$ cat config.mk
export PLATFORM = sky130hd
export DESIGN_NAME = mem_arbiter
export DESIGN_NICKNAME = d
export VERILOG_FILES = /design/src/rtl/mem_arb_pkg.sv /design/src/rtl/mem_arb_ext.sv /design/src/rtl/mem_arbiter.sv
export SDC_FILE = /design/constraint.sdc
export NUM_CORES = 1
export LEC_CHECK = 0
export ABC_AREA = 1
export BUFFER_PORTS_ARGS = -buffer_cell sky130_fd_sc_hd__buf_2
export CORE_AREA = 2 2 95 97
export DETAILED_ROUTE_END_ITERATION = 10
export DIE_AREA = 0 0 97 99
export HOLD_SLACK_MARGIN = 0.08
export PLACE_DENSITY = 0.92
export SETUP_SLACK_MARGIN = 0.1
export SYNTH_ARGS = -nofsm -noshare
export SYNTH_HDL_FRONTEND = slang
export SYNTH_SLANG_ARGS = --single-unit
$ cat constraint.sdc
create_clock -name clk -period 7 [get_ports clk]
set_input_delay 1.4 -clock clk [delete_from_list [all_inputs] [get_ports clk]]
set_output_delay 1.4 -clock clk [all_outputs]
set_load 0.02 [all_outputs]
$ cat src/rtl/mem_arb_pkg.sv
// Shared definitions for the fetch/data memory arbiter: FSM state codes, RISC-V
// load/store funct3 codes, default data-port offset and a funct3 legality helper.
package mem_arb_pkg;

    localparam int DATA_OFFSET_DEF = 255;

    typedef logic [1:0] arb_state_t;

    localparam arb_state_t ST_IDLE  = 2'b00;
    localparam arb_state_t ST_FETCH = 2'b01;
    localparam arb_state_t ST_DATA  = 2'b10;
    localparam arb_state_t ST_RESP  = 2'b11;

    localparam logic [2:0] F3_LB  = 3'b000;
    localparam logic [2:0] F3_LH  = 3'b001;
    localparam logic [2:0] F3_LW  = 3'b010;
    localparam logic [2:0] F3_LBU = 3'b100;
    localparam logic [2:0] F3_LHU = 3'b101;

    function automatic logic f3_legal(input logic [2:0] func);
        case (func)
            F3_LB, F3_LH, F3_LW, F3_LBU, F3_LHU: f3_legal = 1'b1;
            default:                             f3_legal = 1'b0;
        endcase
    endfunction

endpackage

$ cat src/rtl/mem_arb_ext.sv
// Load extender: picks byte/half/word from the top of the memory word and
// sign- or zero-extends it; unsupported funct3 codes yield zero.
module mem_arb_ext import mem_arb_pkg::*; (
    input  logic [2:0]  func,
    input  logic [31:0] rdata,
    output logic [31:0] ext
);

    // select and extend the load data by funct3
    always_comb begin
        ext = 32'h0000_0000;
        case (func)
            F3_LB:   ext = {{24{rdata[31]}}, rdata[31:24]};
            F3_LH:   ext = {{16{rdata[31]}}, rdata[31:16]};
            F3_LW:   ext = rdata;
            F3_LBU:  ext = {24'h00_0000, rdata[31:24]};
            F3_LHU:  ext = {16'h0000, rdata[31:16]};
            default: ext = 32'h0000_0000;
        endcase
    end

endmodule

$ cat src/rtl/mem_arbiter.sv
// Two-port (fetch/data) arbiter onto a single-ported memory, one access per two
// cycles. Define ARB_FAIR_EN to let fetch win the arbitration after a data access.
module mem_arbiter import mem_arb_pkg::*; #(
    parameter int ADDR_W      = 9,
    parameter int DATA_OFFSET = DATA_OFFSET_DEF
) (
    input  logic              clk,
    input  logic              rst,
    input  logic              if_req,
    input  logic [31:0]       if_addr,
    output logic [31:0]       if_rdata,
    output logic              if_valid,
    input  logic              d_req,
    input  logic              d_we,
    input  logic [2:0]        d_func,
    input  logic [31:0]       d_addr,
    input  logic [31:0]       d_wdata,
    output logic [31:0]       d_rdata,
    output logic              d_valid,
    output logic              stall_if,
    output logic              mem_read,
    output logic              mem_write,
    output logic [2:0]        mem_func,
    output logic [ADDR_W-1:0] mem_addr,
    output logic [31:0]       mem_wdata,
    input  logic [31:0]       mem_rdata
);

    arb_state_t        state_r;
    arb_state_t        state_nxt_s;
    logic              grant_d_r;
    logic              grant_d_nxt_s;
    logic [2:0]        func_r;
    logic [31:0]       if_rdata_r;
    logic [31:0]       d_rdata_r;
    logic [31:0]       ext_s;
    logic [ADDR_W-1:0] d_addr_off_s;
    logic              fetch_first_s;
    logic              unused_s;

    assign unused_s     = ^{if_addr[31:ADDR_W], d_addr[31:ADDR_W]};
    assign d_addr_off_s = d_addr[ADDR_W-1:0] + ADDR_W'(DATA_OFFSET);

`ifdef ARB_FAIR_EN
    logic last_d_r;

    // remember whether the most recent completion was a data access
    always_ff @(posedge clk or posedge rst) begin
        if (rst) begin
            last_d_r <= 1'b0;
        end else if (state_r == ST_RESP) begin
            last_d_r <= grant_d_r;
        end else begin
            last_d_r <= last_d_r;
        end
    end

    // in RESP the completing access is not yet in last_d_r, so look at the grant
    assign fetch_first_s = if_req & ((state_r == ST_RESP) ? grant_d_r : last_d_r);
`else
    assign fetch_first_s = 1'b0;
`endif

    // arbitration and sequencing; RESP arbitrates like IDLE so accesses can chain
    always_comb begin
        state_nxt_s   = state_r;
        grant_d_nxt_s = grant_d_r;
        case (state_r)
            ST_IDLE, ST_RESP: begin
                if (d_req && !fetch_first_s) begin
                    state_nxt_s   = ST_DATA;
                    grant_d_nxt_s = 1'b1;
                end else if (if_req) begin
                    state_nxt_s   = ST_FETCH;
                    grant_d_nxt_s = 1'b0;
                end else begin
                    state_nxt_s   = ST_IDLE;
                end
            end
            ST_FETCH, ST_DATA: state_nxt_s = ST_RESP;
            default:           state_nxt_s = ST_IDLE;
        endcase
    end

    // state, granted port and the funct3 captured for the response cycle
    always_ff @(posedge clk or posedge rst) begin
        if (rst) begin
            state_r   <= ST_IDLE;
            grant_d_r <= 1'b0;
            func_r    <= 3'b000;
        end else begin
            state_r   <= state_nxt_s;
            grant_d_r <= grant_d_nxt_s;
            func_r    <= (state_r == ST_DATA) ? d_func : func_r;
        end
    end

    // hold the last returned words between valid pulses
    always_ff @(posedge clk or posedge rst) begin
        if (rst) begin
            if_rdata_r <= 32'h0000_0000;
            d_rdata_r  <= 32'h0000_0000;
        end else begin
            if (if_valid) if_rdata_r <= mem_rdata;
            if (d_valid)  d_rdata_r  <= ext_s;
        end
    end

    mem_arb_ext u_ext (
        .func  (func_r),
        .rdata (mem_rdata),
        .ext   (ext_s)
    );

    assign if_valid = (state_r == ST_RESP) & ~grant_d_r;
    assign d_valid  = (state_r == ST_RESP) &  grant_d_r;
    assign if_rdata = if_valid ? mem_rdata : if_rdata_r;
    assign d_rdata  = d_valid  ? ext_s     : d_rdata_r;
    assign stall_if = if_req & ~if_valid;

    // memory-side drive; illegal funct3 codes still complete but never strobe
    always_comb begin
        mem_read  = 1'b0;
        mem_write = 1'b0;
        mem_func  = 3'b000;
        mem_addr  = '0;
        mem_wdata = 32'h0000_0000;
        case (state_r)
            ST_FETCH: begin
                mem_read = 1'b1;
                mem_func = F3_LW;
                mem_addr = if_addr[ADDR_W-1:0];
            end
            ST_DATA: begin
                mem_func  = {1'b0, d_func[1:0]};
                mem_addr  = d_addr_off_s;
                mem_wdata = d_wdata;
                if (f3_legal(d_func)) begin
                    mem_write = d_we;
                    mem_read  = ~d_we;
                end else begin
                    mem_write = 1'b0;
                    mem_read  = 1'b0;
                end
            end
            default: begin
                mem_read = 1'b0;
            end
        endcase
    end

endmodule

==> impl_summary.txt <==
----------------------------------------------------
[Min path]
  Hold path start ... if_rdata_r[2]
  Count of cells along the worst hold path ... 2
  Min-Delay Endpoint ... if_rdata_r[2]
  Class of the worst hold path ... register to register

[Routing]
  Average detailed-routed wire length per instance ... 13.6 um
  Vias per cell ... 4.73
  DRC violations left ... 0
  Drt first-iter violations ... 160
  Vias post-DR ... 3791
  Number of optimization iterations in the first detailed-route pass ... 4
  Count of nets left with antenna violations after detail routing ... 0
  Final Routed Wirelength ... 10900 um

[Final layout]
  Post-layout util ... 56.1%
  Final cell area excluding filler cells ... 4800 um^2
  Fill cell instance count of the final layout ... 795
  Footprint of the flip-flops and latches ... 1750 um^2
  Growth of design area from synthesis to finish ... 33.9%
  Count of non-filler cells in the finished layout ... 802
  Final net count ... 829
  Area of the multi-input gates ... 1440 um^2
  Diodes inserted ... 0
  Share of cells above drive strength 1 ... 32.3%

[Die]
  Row count ... 34
  Starting density of the core ... 41.9%
  Die width ... 97 um
  Core outline area ... 8550 um^2
  Vertical extent of the die ... 99 um
  Top Ports ... 249
  Die footprint ... 9600 um^2

[Timing]
  RSZ-0062 raised after global routing ... false
  Highest achievable clock rate ... 248 MHz
  Setup slack after layout ... 2.96 ns
  Number of failing hold endpoints at the final stage ... 0
  Worst-case headroom to the max-slew limit ... 42.5%
  Final critical-path required period ... 4.04 ns
  Final worst path period share ... 57.7%
  Setup skew after layout ... 0.0130 ns
  Final Max Tran Viols ... 0
  Post-route setup TNS ... 0 ns
  Final setup violation count ... 0
  Slew @ Worst Pin ... 0.862 ns

[Power and ir drop]
  Max IR drop VDD ... 0.261 mV
  Lkg Pwr ... 3.04 nW
  Ratio of total power to cell area ... 509 nW/um^2

[Global route]
  Number of global-route vias before repair ... 3662
  Largest net degree at the start of global routing ... 71
  First-pass GRT wire length ... 17500 um
  Final global-route overflow total ... 0
  All-Layer GR Usage ... 22.6%
  Number of antenna violations at the first check in global routing ... 0

[Synthesis]
  Combined area of all synthesized cells ... 3580 um^2
  Mean cell area of the mapped netlist ... 7.21 um^2
  Distinct cells, synth ... 23
  Warnings, synthesis ... 0
  Fraction of the yosys area taken by sequential cells ... 48.9%
  Post-Syn Nets ... 637
  FF+latch count, synth ... 70
  Gate count after technology mapping ... 497

[Placed design]
  Detailed placement HPWL ... 8330 um
  Placed Area ... 4640 um^2
  Weighted congestion reported at the end of routability-driven placement ... 0.834
  Post-placement worst setup slack ... 3.00 ns
  Count of buffers from port buffering ... 201
  Post-Place Cells ... 786

[Setup path]
  Crit path max fanout ... 5
  CP Data Arrival Time ... 2.64 ns
  Worst reg-to-reg setup slack ... 4.88 ns
  Kind of start point of the critical path ... primary input
  Worst flop-to-flop path endpoint ... if_rdata_r[15]
  Launching point of the worst reg2reg path ... state_r[0]
  Path type of the worst setup path ... primary input to output port
  Endpoint type of the worst setup path ... output port
  WP data required ... 5.60 ns
  Worst Reg2Reg Path Length in Cells ... 6

[Flow run]
  # Max-Cap Violations ... 0

[Outcome]
  Run status ... completed

[Clocking]
  CTS sink cnt ... 70
  Number of buffers inserted by hold repair at cts ... 0
  Post-cts gate resize count ... 0
  Clock-pin slew of the registers on the worst-case setup and hold paths ... 0.07 ns
  CTS tree ... done
  CTS H-tree lvls ... 3
  Number of buffers inserted during clock tree synthesis ... 9
  Cell chosen for the clock root ... sky130_fd_sc_hd__clkbuf_8
  Post-CTS setup buffer count ... 0
  Clk Latency, worst-skew pair ... 0.35 ns
  Maximum number of buffers from clock root to sink ... 2

----------------------------------------------------
## cells by family after synthesis
kind of cell             count (synthesis)  share of synthesized area, %
buffers and inverters                   99                          11.0
AND/OR/NAND/NOR                        218                          23.6
adder cells (fa/ha/maj)                  4                          1.40
AO/OA/AOI/OAI                          105                          15.0
flip-flops                              70                          48.9
other                                    1                         0.105
## worst max path at each step
stage | slack [ns] | depth (start not counted) | from | endpoint
detailed placement | 3.00 | 10 | d_addr[0] | mem_addr[6]
floorplan | 3.16 | 8 | d_addr[0] | mem_addr[6]
global route | 2.85 | 10 | d_addr[0] | mem_addr[6]
global placement | 2.99 | 10 | d_addr[0] | mem_addr[6]
finish | 2.96 | 10 | d_addr[0] | mem_addr[6]
CTS | 2.98 | 10 | d_addr[0] | mem_addr[6]
## where the power goes
part / total [mW] / switching, mW / internal, mW / leakage [nW]
Clock: 0.274 / 0.146 / 0.128 / 0.0841
Sequential: 0.639 / 0.0556 / 0.583 / 0.880
Combinational: 1.53 / 1.09 / 0.440 / 2.08
Total: 2.44 / 1.29 / 1.15 / 3.04
## worst max-delay path, stage by stage
cell and delay (ns):
sky130_fd_sc_hd__buf_2 0.10, sky130_fd_sc_hd__inv_1 0.08, sky130_fd_sc_hd__ha_1 0.17, sky130_fd_sc_hd__nand2_1 0.10
sky130_fd_sc_hd__nor2_1 0.27, sky130_fd_sc_hd__nand2_1 0.08, sky130_fd_sc_hd__nand2_1 0.06, sky130_fd_sc_hd__nand3_1 0.06
sky130_fd_sc_hd__a21oi_1 0.13, sky130_fd_sc_hd__buf_2 0.18
## cells in the final DEF (no fill, tap or decap), types with 4 or more instances in the layout
cell type,netlist,final
sky130_fd_sc_hd__buf_4,2,4
sky130_fd_sc_hd__a21oi_1,28,28
sky130_fd_sc_hd__clkbuf_8,0,9
sky130_fd_sc_hd__nand3_1,11,11
sky130_fd_sc_hd__inv_1,72,71
sky130_fd_sc_hd__buf_2,7,201
sky130_fd_sc_hd__o21ai_0,54,54
sky130_fd_sc_hd__nand2_1,193,193
sky130_fd_sc_hd__ha_1,4,4
sky130_fd_sc_hd__nor2_1,12,12
sky130_fd_sc_hd__dfrtp_1,70,70
sky130_fd_sc_hd__o21ai_1,19,19
## state kept, by name, summed over array words and instances (netlist names)
register and flops:
func_r 3, d_rdata_r 32, grant_d_r 1, if_rdata_r 32, state_r 2
## metrics by stage
stage / hold WS (ns) / power (mW)
after detailed placement: 0.456 / 2.19
after global routing: 0.500 / 2.64
after floorplan: 0.536 / 1.68
final: 0.470 / 2.44
after global placement: 0.454 / 2.16
after CTS: 0.475 / 2.47
## Yosys cell counts (all sizes together)
cell type,n,area (um^2)
nor3,1,16.3
a31oi,1,6.26
buf,13,72.6
dfrtp,70,1750
clkinv,1,3.75
o21ai,74,374
nor2,13,51.3
conb,1,3.75
nand2,193,724
clkbuf,11,41.3
inv,74,278
ha,4,50.1
a2bb2oi,1,8.76
a21oi,28,140
o211ai,1,7.51
nand3,11,55.1
## final cells by class
class / count / share of cell area (%)
Clock inverter: 4 / 0.495
Tap cell: 108 / 2.81
Timing Repair Buffer: 205 / 21.6
Inverter: 75 / 5.86
Clock buffer: 12 / 2.81
Multi-Input combinational cell: 328 / 29.9
Sequential cell: 70 / 36.5
## routing by layer
metal,track usage [%],share of wire (%),vias to the layer above
met5,0,0,-
met4,8.02,2.1,0
met3,5.25,8.1,20
met1,26.6,39,1695
li1,-,-,1906
met2,40.5,50,170
No activity file was read; power rests on OpenSTA's default activity.
